## src/rtl/cu_select_arbiter_pkg.sv

```systemverilog
// Shared constants, state encoding and pointer helper for the CU select arbiter.
// The CU count is fixed here so every file agrees on mask and id widths.
package cu_select_arbiter_pkg;

    localparam int NUMBER_CU   = 4;
    localparam int CU_ID_WIDTH = (NUMBER_CU > 1) ? $clog2(NUMBER_CU) : 1;

    typedef enum logic [1:0] {
        ST_IDLE   = 2'd0,
        ST_SEARCH = 2'd1,
        ST_CHECK  = 2'd2,
        ST_RESP   = 2'd3
    } state_e;

    // Explicit wrap so CU counts that are not a power of two still cycle correctly.
    function automatic logic [CU_ID_WIDTH-1:0] next_ptr(input logic [CU_ID_WIDTH-1:0] cu);
        if (int'(cu) == NUMBER_CU - 1) return '0;
        else                           return cu + 1'b1;
    endfunction

endpackage

```

## src/rtl/cu_select_arbiter_if.sv

```systemverilog
// Request/response channel between the allocation controller (master) and the
// CU select arbiter (slave). Signal names keep the arbiter's point of view.
interface cu_select_arbiter_if
    import cu_select_arbiter_pkg::*;
#(
    parameter int VGPR_ID_WIDTH = 10,
    parameter int SGPR_ID_WIDTH = 10,
    parameter int LDS_ID_WIDTH  = 10,
    parameter int WF_ID_WIDTH   = 5
);

    logic                     req_valid_i;
    logic                     req_ready_o;
    logic [VGPR_ID_WIDTH:0]   req_vgpr_size_i;
    logic [SGPR_ID_WIDTH:0]   req_sgpr_size_i;
    logic [LDS_ID_WIDTH:0]    req_lds_size_i;
    logic [WF_ID_WIDTH:0]     req_wf_size_i;

    logic                     rsp_valid_o;
    logic                     rsp_ready_i;
    logic                     rsp_fail_o;
    logic [CU_ID_WIDTH-1:0]   rsp_cu_id_o;

    modport master (
        output req_valid_i, req_vgpr_size_i, req_sgpr_size_i, req_lds_size_i,
               req_wf_size_i, rsp_ready_i,
        input  req_ready_o, rsp_valid_o, rsp_fail_o, rsp_cu_id_o
    );

    modport slave (
        input  req_valid_i, req_vgpr_size_i, req_sgpr_size_i, req_lds_size_i,
               req_wf_size_i, rsp_ready_i,
        output req_ready_o, rsp_valid_o, rsp_fail_o, rsp_cu_id_o
    );

endinterface

```

## src/rtl/cu_select_arbiter_rr_priority_picker.sv

```systemverilog
// Combinational round-robin picker: lowest set request bit at or above the
// pointer, wrapping, found by masking a doubled copy of the request vector.
module rr_priority_picker
    import cu_select_arbiter_pkg::*;
#(
    parameter int N     = NUMBER_CU,
    parameter int IDX_W = CU_ID_WIDTH
) (
    input  logic [N-1:0]     req_i,
    input  logic [IDX_W-1:0] ptr_i,
    output logic             grant_valid_o,
    output logic [IDX_W-1:0] grant_o
);

    localparam int DW     = 2 * N;
    localparam int DW_IDX = $clog2(DW);

    logic [DW-1:0]     dbl;
    logic [DW-1:0]     masked;
    logic [DW_IDX-1:0] first;

    // NOTE: every output gets a default before any conditional write so no latch is inferred.
    always_comb begin
        grant_valid_o = |req_i;
        grant_o       = '0;
        first         = '0;
        // The upper copy guarantees a hit below the pointer when the lower copy has none.
        dbl    = {req_i, req_i};
        masked = dbl & ({DW{1'b1}} << ptr_i);
        for (int i = DW - 1; i >= 0; i--) begin
            if (masked[i]) first = DW_IDX'(i);
        end
        if (int'(first) >= N) grant_o = IDX_W'(int'(first) - N);
        else                  grant_o = IDX_W'(first);
    end

endmodule

```

## src/rtl/cu_select_arbiter.sv

```systemverilog
// Broadcasts a workgroup's resource sizes to the four CAMs, intersects their
// fit masks with the CU enable mask and returns one CU chosen round-robin.
module cu_select_arbiter
    import cu_select_arbiter_pkg::*;
#(
    parameter int VGPR_ID_WIDTH = 10,
    parameter int SGPR_ID_WIDTH = 10,
    parameter int LDS_ID_WIDTH  = 10,
    parameter int WF_ID_WIDTH   = 5
) (
    input  logic                    clk,
    input  logic                    rst_n,
    cu_select_arbiter_if.slave      alloc,

    output logic                    res_search_en_o,
    output logic [VGPR_ID_WIDTH:0]  vgpr_search_size_o,
    output logic [SGPR_ID_WIDTH:0]  sgpr_search_size_o,
    output logic [LDS_ID_WIDTH:0]   lds_search_size_o,
    output logic [WF_ID_WIDTH:0]    wf_search_size_o,

    input  logic [NUMBER_CU-1:0]    vgpr_search_out_i,
    input  logic [NUMBER_CU-1:0]    sgpr_search_out_i,
    input  logic [NUMBER_CU-1:0]    lds_search_out_i,
    input  logic [NUMBER_CU-1:0]    wf_search_out_i,
    input  logic [NUMBER_CU-1:0]    cu_enable_i
);

    state_e                  state_q;
    logic                    req_ready_q;
    logic                    search_en_q;
    logic [VGPR_ID_WIDTH:0]  vgpr_size_q;
    logic [SGPR_ID_WIDTH:0]  sgpr_size_q;
    logic [LDS_ID_WIDTH:0]   lds_size_q;
    logic [WF_ID_WIDTH:0]    wf_size_q;
    logic                    rsp_valid_q;
    logic                    rsp_fail_q;
    logic [CU_ID_WIDTH-1:0]  rsp_cu_id_q;
    logic [CU_ID_WIDTH-1:0]  ptr_q;

    logic [NUMBER_CU-1:0]    cand;
    logic                    grant_valid;
    logic [CU_ID_WIDTH-1:0]  grant_idx;

    // Masks are only meaningful in CHECK; the FSM ignores cand in every other state.
    assign cand = vgpr_search_out_i & sgpr_search_out_i & lds_search_out_i
                & wf_search_out_i & cu_enable_i;

    rr_priority_picker #(
        .N     (NUMBER_CU),
        .IDX_W (CU_ID_WIDTH)
    ) u_picker (
        .req_i         (cand),
        .ptr_i         (ptr_q),
        .grant_valid_o (grant_valid),
        .grant_o       (grant_idx)
    );

    // NOTE: sequential state uses non-blocking assignments so every register samples pre-edge values.
    always_ff @(posedge clk or negedge rst_n) begin
        if (!rst_n) begin
            state_q     <= ST_IDLE;
            req_ready_q <= 1'b0;
            search_en_q <= 1'b0;
            vgpr_size_q <= '0;
            sgpr_size_q <= '0;
            lds_size_q  <= '0;
            wf_size_q   <= '0;
            rsp_valid_q <= 1'b0;
            rsp_fail_q  <= 1'b0;
            rsp_cu_id_q <= '0;
            ptr_q       <= '0;
        end else begin
            case (state_q)
                ST_IDLE: begin
                    if (alloc.req_valid_i && req_ready_q) begin
                        vgpr_size_q <= alloc.req_vgpr_size_i;
                        sgpr_size_q <= alloc.req_sgpr_size_i;
                        lds_size_q  <= alloc.req_lds_size_i;
                        wf_size_q   <= alloc.req_wf_size_i;
                        req_ready_q <= 1'b0;
                        search_en_q <= 1'b1;
                        state_q     <= ST_SEARCH;
                    end else begin
                        req_ready_q <= 1'b1;
                    end
                end

                // CAMs capture the strobe on this edge; their masks settle during CHECK.
                ST_SEARCH: begin
                    search_en_q <= 1'b0;
                    state_q     <= ST_CHECK;
                end

                ST_CHECK: begin
                    rsp_valid_q <= 1'b1;
                    if (grant_valid) begin
                        rsp_fail_q  <= 1'b0;
                        rsp_cu_id_q <= grant_idx;
                    end else begin
                        rsp_fail_q  <= 1'b1;
                        rsp_cu_id_q <= '0;
                    end
                    state_q <= ST_RESP;
                end

                ST_RESP: begin
                    if (alloc.rsp_ready_i) begin
                        rsp_valid_q <= 1'b0;
                        req_ready_q <= 1'b1;
                        // A failed search leaves the pointer where it was.
                        if (!rsp_fail_q) ptr_q <= next_ptr(rsp_cu_id_q);
                        state_q <= ST_IDLE;
                    end
                end

                default: state_q <= ST_IDLE;
            endcase
        end
    end

    assign alloc.req_ready_o = req_ready_q;
    assign alloc.rsp_valid_o = rsp_valid_q;
    assign alloc.rsp_fail_o  = rsp_fail_q;
    assign alloc.rsp_cu_id_o = rsp_cu_id_q;

    assign res_search_en_o    = search_en_q;
    assign vgpr_search_size_o = vgpr_size_q;
    assign sgpr_search_size_o = sgpr_size_q;
    assign lds_search_size_o  = lds_size_q;
    assign wf_search_size_o   = wf_size_q;

endmodule

```

## src/flat_wrapper.sv

```systemverilog
// flat-port wrapper written by rule: the top's interface ports become plain ports
module cu_select_arbiter_flat import cu_select_arbiter_pkg::*;
#(
    parameter int VGPR_ID_WIDTH = 10,
    parameter int SGPR_ID_WIDTH = 10,
    parameter int LDS_ID_WIDTH  = 10,
    parameter int WF_ID_WIDTH   = 5
)
  (clk, rst_n, res_search_en_o, vgpr_search_size_o, sgpr_search_size_o, lds_search_size_o, wf_search_size_o, vgpr_search_out_i, sgpr_search_out_i, lds_search_out_i, wf_search_out_i, cu_enable_i, alloc_req_valid_i, alloc_req_vgpr_size_i, alloc_req_sgpr_size_i, alloc_req_lds_size_i, alloc_req_wf_size_i, alloc_rsp_ready_i, alloc_req_ready_o, alloc_rsp_valid_o, alloc_rsp_fail_o, alloc_rsp_cu_id_o);
  cu_select_arbiter_if #(.VGPR_ID_WIDTH(VGPR_ID_WIDTH), .SGPR_ID_WIDTH(SGPR_ID_WIDTH), .LDS_ID_WIDTH(LDS_ID_WIDTH), .WF_ID_WIDTH(WF_ID_WIDTH)) alloc_i ();
  input  logic clk;
  input  logic rst_n;
  output logic res_search_en_o;
  output logic [VGPR_ID_WIDTH:0] vgpr_search_size_o;
  output logic [SGPR_ID_WIDTH:0] sgpr_search_size_o;
  output logic [LDS_ID_WIDTH:0] lds_search_size_o;
  output logic [WF_ID_WIDTH:0] wf_search_size_o;
  input  logic [NUMBER_CU-1:0] vgpr_search_out_i;
  input  logic [NUMBER_CU-1:0] sgpr_search_out_i;
  input  logic [NUMBER_CU-1:0] lds_search_out_i;
  input  logic [NUMBER_CU-1:0] wf_search_out_i;
  input  logic [NUMBER_CU-1:0] cu_enable_i;
  input wire logic [$bits(alloc_i.req_valid_i)-1:0] alloc_req_valid_i;
  input wire logic [$bits(alloc_i.req_vgpr_size_i)-1:0] alloc_req_vgpr_size_i;
  input wire logic [$bits(alloc_i.req_sgpr_size_i)-1:0] alloc_req_sgpr_size_i;
  input wire logic [$bits(alloc_i.req_lds_size_i)-1:0] alloc_req_lds_size_i;
  input wire logic [$bits(alloc_i.req_wf_size_i)-1:0] alloc_req_wf_size_i;
  input wire logic [$bits(alloc_i.rsp_ready_i)-1:0] alloc_rsp_ready_i;
  output wire logic [$bits(alloc_i.req_ready_o)-1:0] alloc_req_ready_o;
  output wire logic [$bits(alloc_i.rsp_valid_o)-1:0] alloc_rsp_valid_o;
  output wire logic [$bits(alloc_i.rsp_fail_o)-1:0] alloc_rsp_fail_o;
  output wire logic [$bits(alloc_i.rsp_cu_id_o)-1:0] alloc_rsp_cu_id_o;
  assign alloc_i.req_valid_i = alloc_req_valid_i;
  assign alloc_i.req_vgpr_size_i = alloc_req_vgpr_size_i;
  assign alloc_i.req_sgpr_size_i = alloc_req_sgpr_size_i;
  assign alloc_i.req_lds_size_i = alloc_req_lds_size_i;
  assign alloc_i.req_wf_size_i = alloc_req_wf_size_i;
  assign alloc_i.rsp_ready_i = alloc_rsp_ready_i;
  assign alloc_req_ready_o = alloc_i.req_ready_o;
  assign alloc_rsp_valid_o = alloc_i.rsp_valid_o;
  assign alloc_rsp_fail_o = alloc_i.rsp_fail_o;
  assign alloc_rsp_cu_id_o = alloc_i.rsp_cu_id_o;
  cu_select_arbiter #(.VGPR_ID_WIDTH(VGPR_ID_WIDTH), .SGPR_ID_WIDTH(SGPR_ID_WIDTH), .LDS_ID_WIDTH(LDS_ID_WIDTH), .WF_ID_WIDTH(WF_ID_WIDTH)) u_core (.clk(clk), .rst_n(rst_n), .alloc(alloc_i), .res_search_en_o(res_search_en_o), .vgpr_search_size_o(vgpr_search_size_o), .sgpr_search_size_o(sgpr_search_size_o), .lds_search_size_o(lds_search_size_o), .wf_search_size_o(wf_search_size_o), .vgpr_search_out_i(vgpr_search_out_i), .sgpr_search_out_i(sgpr_search_out_i), .lds_search_out_i(lds_search_out_i), .wf_search_out_i(wf_search_out_i), .cu_enable_i(cu_enable_i));
endmodule
```

## config.mk

```make
export PLATFORM = sky130hd
export DESIGN_NAME = cu_select_arbiter_flat
export DESIGN_NICKNAME = d
export VERILOG_FILES = /design/src/rtl/cu_select_arbiter_pkg.sv /design/src/rtl/cu_select_arbiter_if.sv /design/src/rtl/cu_select_arbiter_rr_priority_picker.sv /design/src/rtl/cu_select_arbiter.sv /design/src/flat_wrapper.sv
export SDC_FILE = /design/constraint.sdc
export NUM_CORES = 1
export LEC_CHECK = 0
export BUFFER_PORTS_ARGS = -buffer_cell sky130_fd_sc_hd__buf_2
export CAP_MARGIN = 0
export CORE_MARGIN = 4
export CORE_UTILIZATION = 49
export CTS_BUF_LIST = sky130_fd_sc_hd__clkbuf_8
export DETAILED_ROUTE_END_ITERATION = 16
export PLACE_DENSITY = 0.92
export SLEW_MARGIN = 30
export SYNTH_ARGS = -nofsm -noshare
export SYNTH_HDL_FRONTEND = slang
export SYNTH_SLANG_ARGS = --single-unit
export TNS_END_PERCENT = 100
```

## constraint.sdc

```tcl
create_clock -name clk -period 3.4 [get_ports clk]
set_input_delay 0.34 -clock clk [delete_from_list [all_inputs] [get_ports clk]]
set_output_delay 0.34 -clock clk [all_outputs]
set_load 0.02 [all_outputs]
```

==> results_dict.tcl, run 1 <==
set metrics [dict create \
    syn_avg_cell_area_sq_um 15.5 \
    grt_pass1_vias 1617 \
    wire_per_inst_um 16.1 \
    ys_warn_count 0 \
    path_cells "inv_1 > ha_1 > nand3_2 > buf_4 > mux2_4" \
    report.final.slew_viol_count 0 \
    drive_gt1_frac 0.641 \
    ys_top_cells_by_count "dfrtp_1 (49), mux2_4 (39), ha_1 (5), inv_1 (5)" \
    ctsResizeCount 0 \
    netlist_area_sq_um 2230 \
    critPathKind "flop to flop" \
    rsz0062_at_grt "no" \
    ys_top_cells_by_area "dfrtp_1 (55%), mux2_4 (26%), ha_1 (2.8%)" \
    ys_types 29 \
    hold_class "primary input to async pin" \
    finClkSkew_ps 8.19 \
    status "complete, no violations" \
    p_int_mw 1.71 \
    slowest_stage "buf_4" \
    crit_path_max_fanout 40 \
    ys_seq_area_frac 0.550 \
    dieArea_sq_um 5700 \
    fin_nets 323 \
    power_density_nw_per_um2 956 \
    cp.arrival_ps 2090 \
    nFillCells 332 \
    swShare 0.383 \
    syn_nets 212 \
    crit_path_end_kind "flop" \
    cts.path.max_buffers 2 \
    p_seq_frac 0.377 \
    top_level_ports 108 \
    rows 24 \
    cp-start-kind "flop" \
    dp.cells 300 \
    slowest_delay_ps 570 \
    syn_to_final_growth_pct 29.7 \
    synth_largest_area_cell "dfrtp_1" \
    finalSetupViolCount 0 \
    grt_pass1_wl_um 7450 \
    post_cts_buffers 0 \
    dp_hpwl_um 3810 \
    critical-path-top-delay-family "buffers and inverters" \
    drt-total-wl_um 4970 \
    dieWidth_um 75.5 \
    fin_crit_sh 0.561 \
    utilization 0.660 \
    clk_latency_ps 290 \
    power.share.clock 0.129 \
    p_leak_nw 1.60 \
    start_util 0.509 \
    grt_max_degree 50 \
    synth_cells 144 \
    drc 0 \
    viasPerCell 5.11 \
    final_cells 308 \
    numCtsBuffers 5 \
    timing.hold.ws_ps 49.9 \
    layout_min_cycle_time_ps 1910 \
    hold_viol 0 \
    fmax_ghz 0.524 \
    finalSetupTns_ps 0 \
    maxCapViolCount 0 \
    synth-edff-count 0 \
    comb_power_share 0.494 \
    worstMarginPinSlew_ps 702 \
    synth_top_area_share 0.550 \
    yosysMostFrequentCell "dfrtp_1" \
    h-tree-depth 2 \
    clock-sinks 49 \
    place_congestion 0.835 \
    synth-main-ff-cell "dfrtp_1" \
    grt_overflow 0 \
    clockRootBuffer "clkbuf_8" \
    cp_num_buf_inv 2 \
    cts_tree "done" \
    drt_iter0_markers 39 \
    clk_pin_slew_ps 90 \
    synth-seq-cells 49 \
    io_buffers 107 \
    die_height_um 75.5 \
    ir_drop_mv 0.337 \
    track_usage 0.170 \
    antenna_found_initial 0 \
    fp.coreArea_sq_um 4380 \
    diodes 0 \
    num_vias 1573 \
    drtAntennaViolNets 0 \
    p_sw_mw 1.06 \
    relSlewSlack 0.532 \
    critPathRequiredTime_ps 3580 \
    dr.pass1.iters 4 \
    hold_buffers 0 \
    async_reset_ff_frac 1.00 \
]
worst paths after layout:
check                                              from                      endpoint  slack (ps)  depth (start not counted)
max                                   u_core.state_q[0]    u_core.wf_search_size_o[2]        1490                          5
min                                               rst_n  u_core.sgpr_search_size_o[0]          50                          1
max reg2reg                           u_core.state_q[0]    u_core.wf_search_size_o[2]        1490                          5
min reg2reg                u_core.vgpr_search_size_o[8]  u_core.vgpr_search_size_o[8]         510                          1
max in group asynchronous                         rst_n    u_core.wf_search_size_o[1]        2940                          1
min in group clk                alloc_req_lds_size_i[8]   u_core.lds_search_size_o[8]         270                          2
state kept, by name, indices dropped and copies added (netlist names), 2 cells and up:
name and flops:
u_core.alloc.rsp_cu_id_o 2, u_core.wf_search_size_o 6, u_core.ptr_q 2, u_core.lds_search_size_o 11, u_core.state_q 2, u_core.vgpr_search_size_o 11, u_core.sgpr_search_size_o 11
worst reg2reg max path, stage by stage, from the launching register on:
cell	delay, ps
dfrtp_1	400
inv_1	80
ha_1	270
nand3_2	90
buf_4	570
mux2_4	370
final cells by class:
cell class | count | area [sq um] | area share
inverter | 5 | 18.8 | 0.00649
sequential | 49 | 1230 | 0.424
tap | 52 | 65.1 | 0.0225
clock inverter | 2 | 13.8 | 0.00476
timing repair buffer | 108 | 546 | 0.189
clock buffer | 6 | 82.6 | 0.0285
multi-input combinational | 86 | 941 | 0.325
cell families after synthesis:
kind of cell             Yosys count  share of synthesized area
multiplexers                      41                      0.273
AO/OA/AOI/OAI                     17                     0.0522
buffers and inverters              9                     0.0286
flip-flops                        49                      0.550
AND/OR/NAND/NOR                   23                     0.0690
adder cells (fa/ha/maj)            5                     0.0280
cells in the final DEF, fill, tap and decap left out, drive strengths merged, types with 3 or more instances in the layout:
| cell | Yosys | routed |
|---|---|---|
| dfrtp | 49 | 49 |
| inv | 5 | 5 |
| buf | 4 | 108 |
| and3 | 5 | 5 |
| a21oi | 3 | 3 |
| nand2 | 4 | 4 |
| nand3 | 6 | 6 |
| clkbuf | 0 | 6 |
| mux2 | 41 | 41 |
| ha | 5 | 5 |
| o21ai | 4 | 4 |
per-stage QoR:
step	cell area [sq um]	power, mW	setup slack [ps]
floorplan	2230	2.01	1950
global placement	2790	2.36	1570
detailed placement	2800	2.42	1520
CTS	2890	2.78	1490
global route	2890	2.92	1350
finish	2890	2.76	1490
power by group through the flow:
stage               Combinational, mW  Sequential, mW  Clock (mW)
finish                           1.37            1.04       0.356
global route                     1.46            1.08       0.385
CTS                              1.38            1.04       0.361
detailed placement               1.38            1.04           0
global placement                 1.34            1.03           0
floorplan                       0.658            1.35           0
layer usage:
metal,up-vias,share of wire,track usage
met5,-,0,0
met4,0,0.0072,0.0350
met3,5,0.10,0.0330
met2,74,0.48,0.297
met1,760,0.42,0.220
li1,734,-,-
Power figures use the tool's default switching activity.
==> inputs of run 2 (changes only) <==
--- a/config.mk
+++ b/config.mk
@@ -5,13 +5,14 @@
 export SDC_FILE = /design/constraint.sdc
 export NUM_CORES = 1
 export LEC_CHECK = 0
+export ABC_AREA = 1
 export BUFFER_PORTS_ARGS = -buffer_cell sky130_fd_sc_hd__buf_2
 export CAP_MARGIN = 0
 export CORE_MARGIN = 4
-export CORE_UTILIZATION = 49
+export CORE_UTILIZATION = 47
 export CTS_BUF_LIST = sky130_fd_sc_hd__clkbuf_8
 export DETAILED_ROUTE_END_ITERATION = 16
-export PLACE_DENSITY = 0.92
+export PLACE_DENSITY = 0.89
 export SLEW_MARGIN = 30
 export SYNTH_ARGS = -nofsm -noshare
 export SYNTH_HDL_FRONTEND = slang
==> constraint.sdc (replaced) <==
create_clock -name clk -period 1.8 [get_ports clk]
set_input_delay 0.18 -clock clk [delete_from_list [all_inputs] [get_ports clk]]
set_output_delay 0.18 -clock clk [all_outputs]
set_load 0.02 [all_outputs]
==> results_dict.tcl, run 2 <==
set metrics [dict create \
    synth-main-ff-cell "dfrtp_1" \
    ys_warn_count 0 \
    syn_to_final_growth_pct 33.3 \
    slowest_delay_ps 390 \
    worstMarginPinSlew_ps 699 \
    r2r_slack_ps 220 \
    finalSetupViolCount 0 \
    layout_common_cells "buf_2 (107), dfrtp_1 (49), mux2_4 (39), nand2_1 (27), inv_1 (14)" \
    place_congestion 0.790 \
    numCtsBuffers 5 \
    track_usage 0.172 \
    path_cells "inv_1 > ha_1 > nand3_2 > buf_12 > mux2_4" \
    io_buffers 107 \
    min_to "u_core.sgpr_search_size_o[2]" \
    crit_path_end_kind "flop" \
    synth-edff-count 0 \
    syn_avg_cell_area_sq_um 13.3 \
    rsz0062_at_grt "no" \
    critical-path-top-delay-family "flip-flops" \
    critPathRequiredTime_ps 1980 \
    ys_types 13 \
    synth-seq-cells 49 \
    nFillCells 335 \
    report.final.slew_viol_count 0 \
    synth_largest_area_cell "dfrtp_1" \
    grt_overflow 0 \
    cp-start-kind "flop" \
    clk_latency_ps 300 \
    dieArea_sq_um 5880 \
    status "complete, no violations" \
    maxCapViolCount 0 \
    viasPerCell 4.84 \
    drt-total-wl_um 4820 \
    reg2reg_depth 5 \
    finalSetupTns_ps 0 \
    cp_num_buf_inv 2 \
    dr.pass1.iters 4 \
    num_vias 1618 \
    crit_path_max_fanout 40 \
    top_level_ports 108 \
    dieWidth_um 76.7 \
    yosysMostFrequentCell "dfrtp_1" \
    critPathKind "flop to flop" \
    cts_tree "done" \
    hold_class "primary input to flop" \
    fp.coreArea_sq_um 4440 \
    design_area_sq_um 2950 \
    async_reset_ff_frac 1.00 \
    min_from "alloc_req_sgpr_size_i[2]" \
    whs_path_depth 2 \
    grt_max_degree 41 \
    fmax_ghz 0.633 \
    clk_pin_slew_ps 90 \
    power_density_nw_per_um2 1870 \
    wire_per_inst_um 14.4 \
    layout_min_cycle_time_ps 1580 \
    r2r_start "u_core.state_q[0]" \
    r2r_end "u_core.sgpr_search_size_o[6]" \
    diodes 0 \
    grt_pass1_vias 1653 \
    syn_nets 235 \
    cts.path.max_buffers 2 \
    ys_top_cells_by_area "dfrtp_1 (55%), mux2_4 (26%), nand2_1 (4.6%)" \
    antenna_found_initial 0 \
    netlist_area_sq_um 2220 \
    h-tree-depth 2 \
    seq_area_sq_um 1230 \
    hold_viol 0 \
    drtAntennaViolNets 0 \
    fin_crit_sh 0.878 \
    ys_top_cells_by_count "dfrtp_1 (49), mux2_4 (39), nand2_1 (27)" \
    fin_nets 349 \
    slowest_stage "dfrtp_1" \
    placed_cell_area_sq_um 2810 \
    grt_pass1_wl_um 8100 \
    p_leak_nw 1.68 \
    final_common_cell "buf_2" \
    finClkSkew_ps 6.91 \
    clockRootBuffer "clkbuf_8" \
    multi_input_area_sq_um 892 \
    rows 24 \
    ys_seq_area_frac 0.553 \
    drt_iter0_markers 48 \
    post_cts_buffers 0 \
    drc 0 \
    drive_gt1_frac 0.560 \
    cp.arrival_ps 1760 \
    dp_hpwl_um 3680 \
    ir_drop_mv 0.892 \
    relSlewSlack 0.534 \
    synth_cells 167 \
    synth_top_area_share 0.553 \
    die_height_um 76.7 \
    start_util 0.499 \
    clock-sinks 49 \
]
[run 2: worst max-delay path by stage]
stage	from	end	slack, ps	depth (start not counted)
after detailed placement	u_core.state_q[0]	u_core.vgpr_search_size_o[0]	210	5
after floorplan	u_core.state_q[0]	u_core.lds_search_size_o[10]	390	5
after global placement	u_core.state_q[0]	u_core.lds_search_size_o[10]	300	5
after CTS	u_core.state_q[0]	u_core.vgpr_search_size_o[2]	210	5
after global routing	u_core.state_q[0]	u_core.sgpr_search_size_o[7]	130	5
final	u_core.state_q[0]	u_core.sgpr_search_size_o[6]	220	5
[run 2: area by class of cell]
| cell class | count | share of cell area |
|---|---|---|
| Sequential cell | 49 | 0.415 |
| Clock buffer | 5 | 0.0233 |
| Inverter | 14 | 0.0178 |
| Tap cell | 52 | 0.0220 |
| Clock inverter | 3 | 0.0233 |
| Multi-Input combinational cell | 100 | 0.302 |
| Timing Repair Buffer | 111 | 0.197 |
[run 2: power breakdown]
group / total [mW] / internal, mW / switching [mW]
Clock: 0.931 / 0.559 / 0.371
Combinational: 2.61 / 1.27 / 1.34
Sequential: 1.98 / 1.66 / 0.328
Total: 5.53 / 3.48 / 2.04
[run 2: timing repair]
action / CTS / global route
gates resized for setup: 0 / 0
hold endpoints to repair: 31 / 0
endpoints found under the setup margin: 0 / 0
hold buffers: 1 / 0
[run 2: per-stage QoR]
step           total power, mW  hold WS [ps]  setup WS (ps)  std cells   util
2_1_floorplan             3.82          -116            392        167      -
3_3_place_gp              4.54           259            296        325  0.631
3_5_place_dp              4.62           268            208        325  0.631
4_1_cts                   5.57          98.0            214        334  0.665
5_1_grt                   5.86          89.2            133        334  0.665
6_report                  5.53           105            219        334  0.665
[run 2: worst register-to-register path, delay by kind of cell, from the launching register on]
family,cells,cell delay (ps)
flip-flops,1,390
buffers and inverters,2,360
multiplexers,1,360
adder cells (fa/ha/maj),1,250
AND/OR/NAND/NOR,1,110
[run 2: routing by layer]
metal | global-route usage | part of all wire | wire (um) | vias to the layer above
li1 | - | - | - | 778
met1 | 0.226 | 0.44 | 2100 | 765
met2 | 0.282 | 0.50 | 2410 | 73
met3 | 0.0492 | 0.061 | 295 | 2
met4 | 0.0380 | 0.0037 | 18 | 0
met5 | 0 | 0 | 0 | -
[run 2: logic make-up (layout without fill, tap and decap cells)]
kind of cell | count (synthesis) | after routing | synth area share
adders and majority gates | 5 | 5 | 0.0282
AOI/OAI and AO/OA | 10 | 10 | 0.0237
muxes | 39 | 39 | 0.264
and+or+nand+nor | 46 | 46 | 0.0864
buffers and inverters | 18 | 133 | 0.0440
DFF | 49 | 49 | 0.553
==> inputs of run 3 (changes only) <==
--- a/config.mk
+++ b/config.mk
@@ -12,7 +12,7 @@
 export CORE_UTILIZATION = 47
 export CTS_BUF_LIST = sky130_fd_sc_hd__clkbuf_8
 export DETAILED_ROUTE_END_ITERATION = 16
-export PLACE_DENSITY = 0.89
+export PLACE_DENSITY = 0.83
 export SLEW_MARGIN = 30
 export SYNTH_ARGS = -nofsm -noshare
 export SYNTH_HDL_FRONTEND = slang
==> results_dict.tcl, run 3 (synthesis gave the netlist of run 2 again) <==
set metrics [dict create \
    drc 0 \
    cp_num_buf_inv 2 \
    fin_nets 349 \
    wire_per_inst_um 14.0 \
    viasPerCell 4.87 \
    diodes 0 \
    drtAntennaViolNets 0 \
    preCtsSetupSlack_ps 201 \
    finalSetupViolCount 0 \
    fmax_ghz 0.624 \
    syn_to_final_growth_pct 31.3 \
    p_total_mw 5.25 \
    maxCapViolCount 0 \
    clk_latency_ps 300 \
    p_sw_mw 2.04 \
    dieArea_sq_um 5880 \
    place_congestion 0.792 \
    layout_common_cells "buf_2 (107), dfrtp_1 (49), mux2_4 (39), nand2_1 (27), inv_1 (14)" \
    grt_pass1_wl_um 7800 \
    crit_end "u_core.vgpr_search_size_o[4]" \
    dp.cells 325 \
    io_buffers 107 \
    placed_cell_area_sq_um 2810 \
    final_common_cell "buf_2" \
    die_height_um 76.7 \
    utilization 0.655 \
    dp_hpwl_um 3640 \
    comb_power_share 0.501 \
    path_cells "inv_1 > ha_1 > nand3_2 > buf_12 > mux2_4" \
    hold_class "primary input to flop" \
    p_leak_nw 1.66 \
    finClkSkew_ps 15.3 \
    cts_tree "done" \
    setup_ws_ps 198 \
    clk_pin_slew_ps 100 \
    r2r_slack_ps 200 \
    drive_gt1_frac 0.560 \
    critical-path-top-delay-family "flip-flops" \
    r2r_start "u_core.state_q[0]" \
    worstMarginPinSlew_ps 482 \
    layout_min_cycle_time_ps 1600 \
    grt_max_degree 40 \
    track_usage 0.164 \
    status "complete, no violations" \
    clockRootBuffer "clkbuf_8" \
    slowest_delay_ps 380 \
    ir_drop_mv 0.909 \
    num_vias 1626 \
    critPathKind "flop to flop" \
    numCtsBuffers 5 \
    dr.pass1.iters 4 \
    rsz0062_at_grt "no" \
    rows 24 \
    hold_viol 0 \
    critPathRequiredTime_ps 1980 \
    p_seq_frac 0.376 \
    crit_path_max_fanout 39 \
    drt_iter0_markers 53 \
    r2r_end "u_core.vgpr_search_size_o[4]" \
    start_util 0.499 \
    fin_crit_sh 0.890 \
    reg2reg_depth 5 \
    grt_overflow 0 \
    slowest_stage "dfrtp_1" \
    crit_path_end_kind "flop" \
    cp-startpoint "u_core.state_q[0]" \
    dieWidth_um 76.7 \
    fp.coreArea_sq_um 4440 \
    report.final.slew_viol_count 0 \
    power_density_nw_per_um2 1800 \
    final_cells 334 \
    timing.hold.ws_ps 105 \
    cp-start-kind "flop" \
    design_area_sq_um 2910 \
    clock-sinks 49 \
    p_int_mw 3.21 \
    swShare 0.389 \
    top_level_ports 108 \
    drt-total-wl_um 4660 \
    h-tree-depth 2 \
    cp.arrival_ps 1780 \
    antenna_found_initial 0 \
    finalSetupTns_ps 0 \
    grt_pass1_vias 1686 \
    power.share.clock 0.123 \
    cp.depth 5 \
    cts.path.max_buffers 2 \
    relSlewSlack 0.679 \
]
-- run 3: cell count changes in the layout (fill, tap and decap cells not counted), sizes merged --
| cell | delta |
|---|---|
| clkinvlp | +1 |
| bufinv | -2 |
| clkinv | +1 |
-- run 3: cell type report --
| type | count | area, sq um |
|---|---|---|
| Multi-Input combinational cell | 100 | 892 |
| Clock inverter | 3 | 25.0 |
| Sequential cell | 49 | 1230 |
| Timing Repair Buffer | 111 | 581 |
| Inverter | 14 | 52.6 |
| Clock buffer | 5 | 68.8 |
| Fill cell | 363 | 1530 |
| Tap cell | 52 | 65.1 |
-- run 3: how the worst min path moves through the flow --
stage / from / endpoint / depth (start not counted)
after floorplan: rst_n / u_core.alloc.req_ready_o / 0
after global placement: rst_n / u_core.sgpr_search_size_o[4] / 1
after detailed placement: rst_n / u_core.sgpr_search_size_o[4] / 1
after CTS: alloc_req_sgpr_size_i[4] / u_core.sgpr_search_size_o[4] / 2
after global routing: alloc_req_sgpr_size_i[8] / u_core.sgpr_search_size_o[8] / 2
final: alloc_req_sgpr_size_i[4] / u_core.sgpr_search_size_o[4] / 2
-- run 3: metal layers --
layer  track usage  wire length, um
met5             0                0
met1         0.212             2030
met4        0.0326               14
met2         0.274             2290
met3        0.0480              333
-- run 3: worst reg2reg max path, stage by stage, from the launching register on --
cell and delay [ps]:
dfrtp_1 380, inv_1 90, ha_1 250, nand3_2 130, buf_12 280, mux2_4 360
-- run 3: what timing repair did --
action                                  4_1_cts  5_1_grt
endpoints found under the setup margin        0        0
hold buffers                                  1        0
hold endpoints to repair                     20        0
setup buffers                                 0        0
resized for setup                             0        0
-- run 3: power groups by stage --
stage	logic, mW	clock network, mW	registers, mW
3_3_place_gp	2.56	0	1.99
2_1_floorplan	1.23	0	2.59
4_1_cts	2.66	0.670	1.98
3_5_place_dp	2.64	0	1.99
6_report	2.63	0.644	1.97
5_1_grt	2.82	0.722	2.05
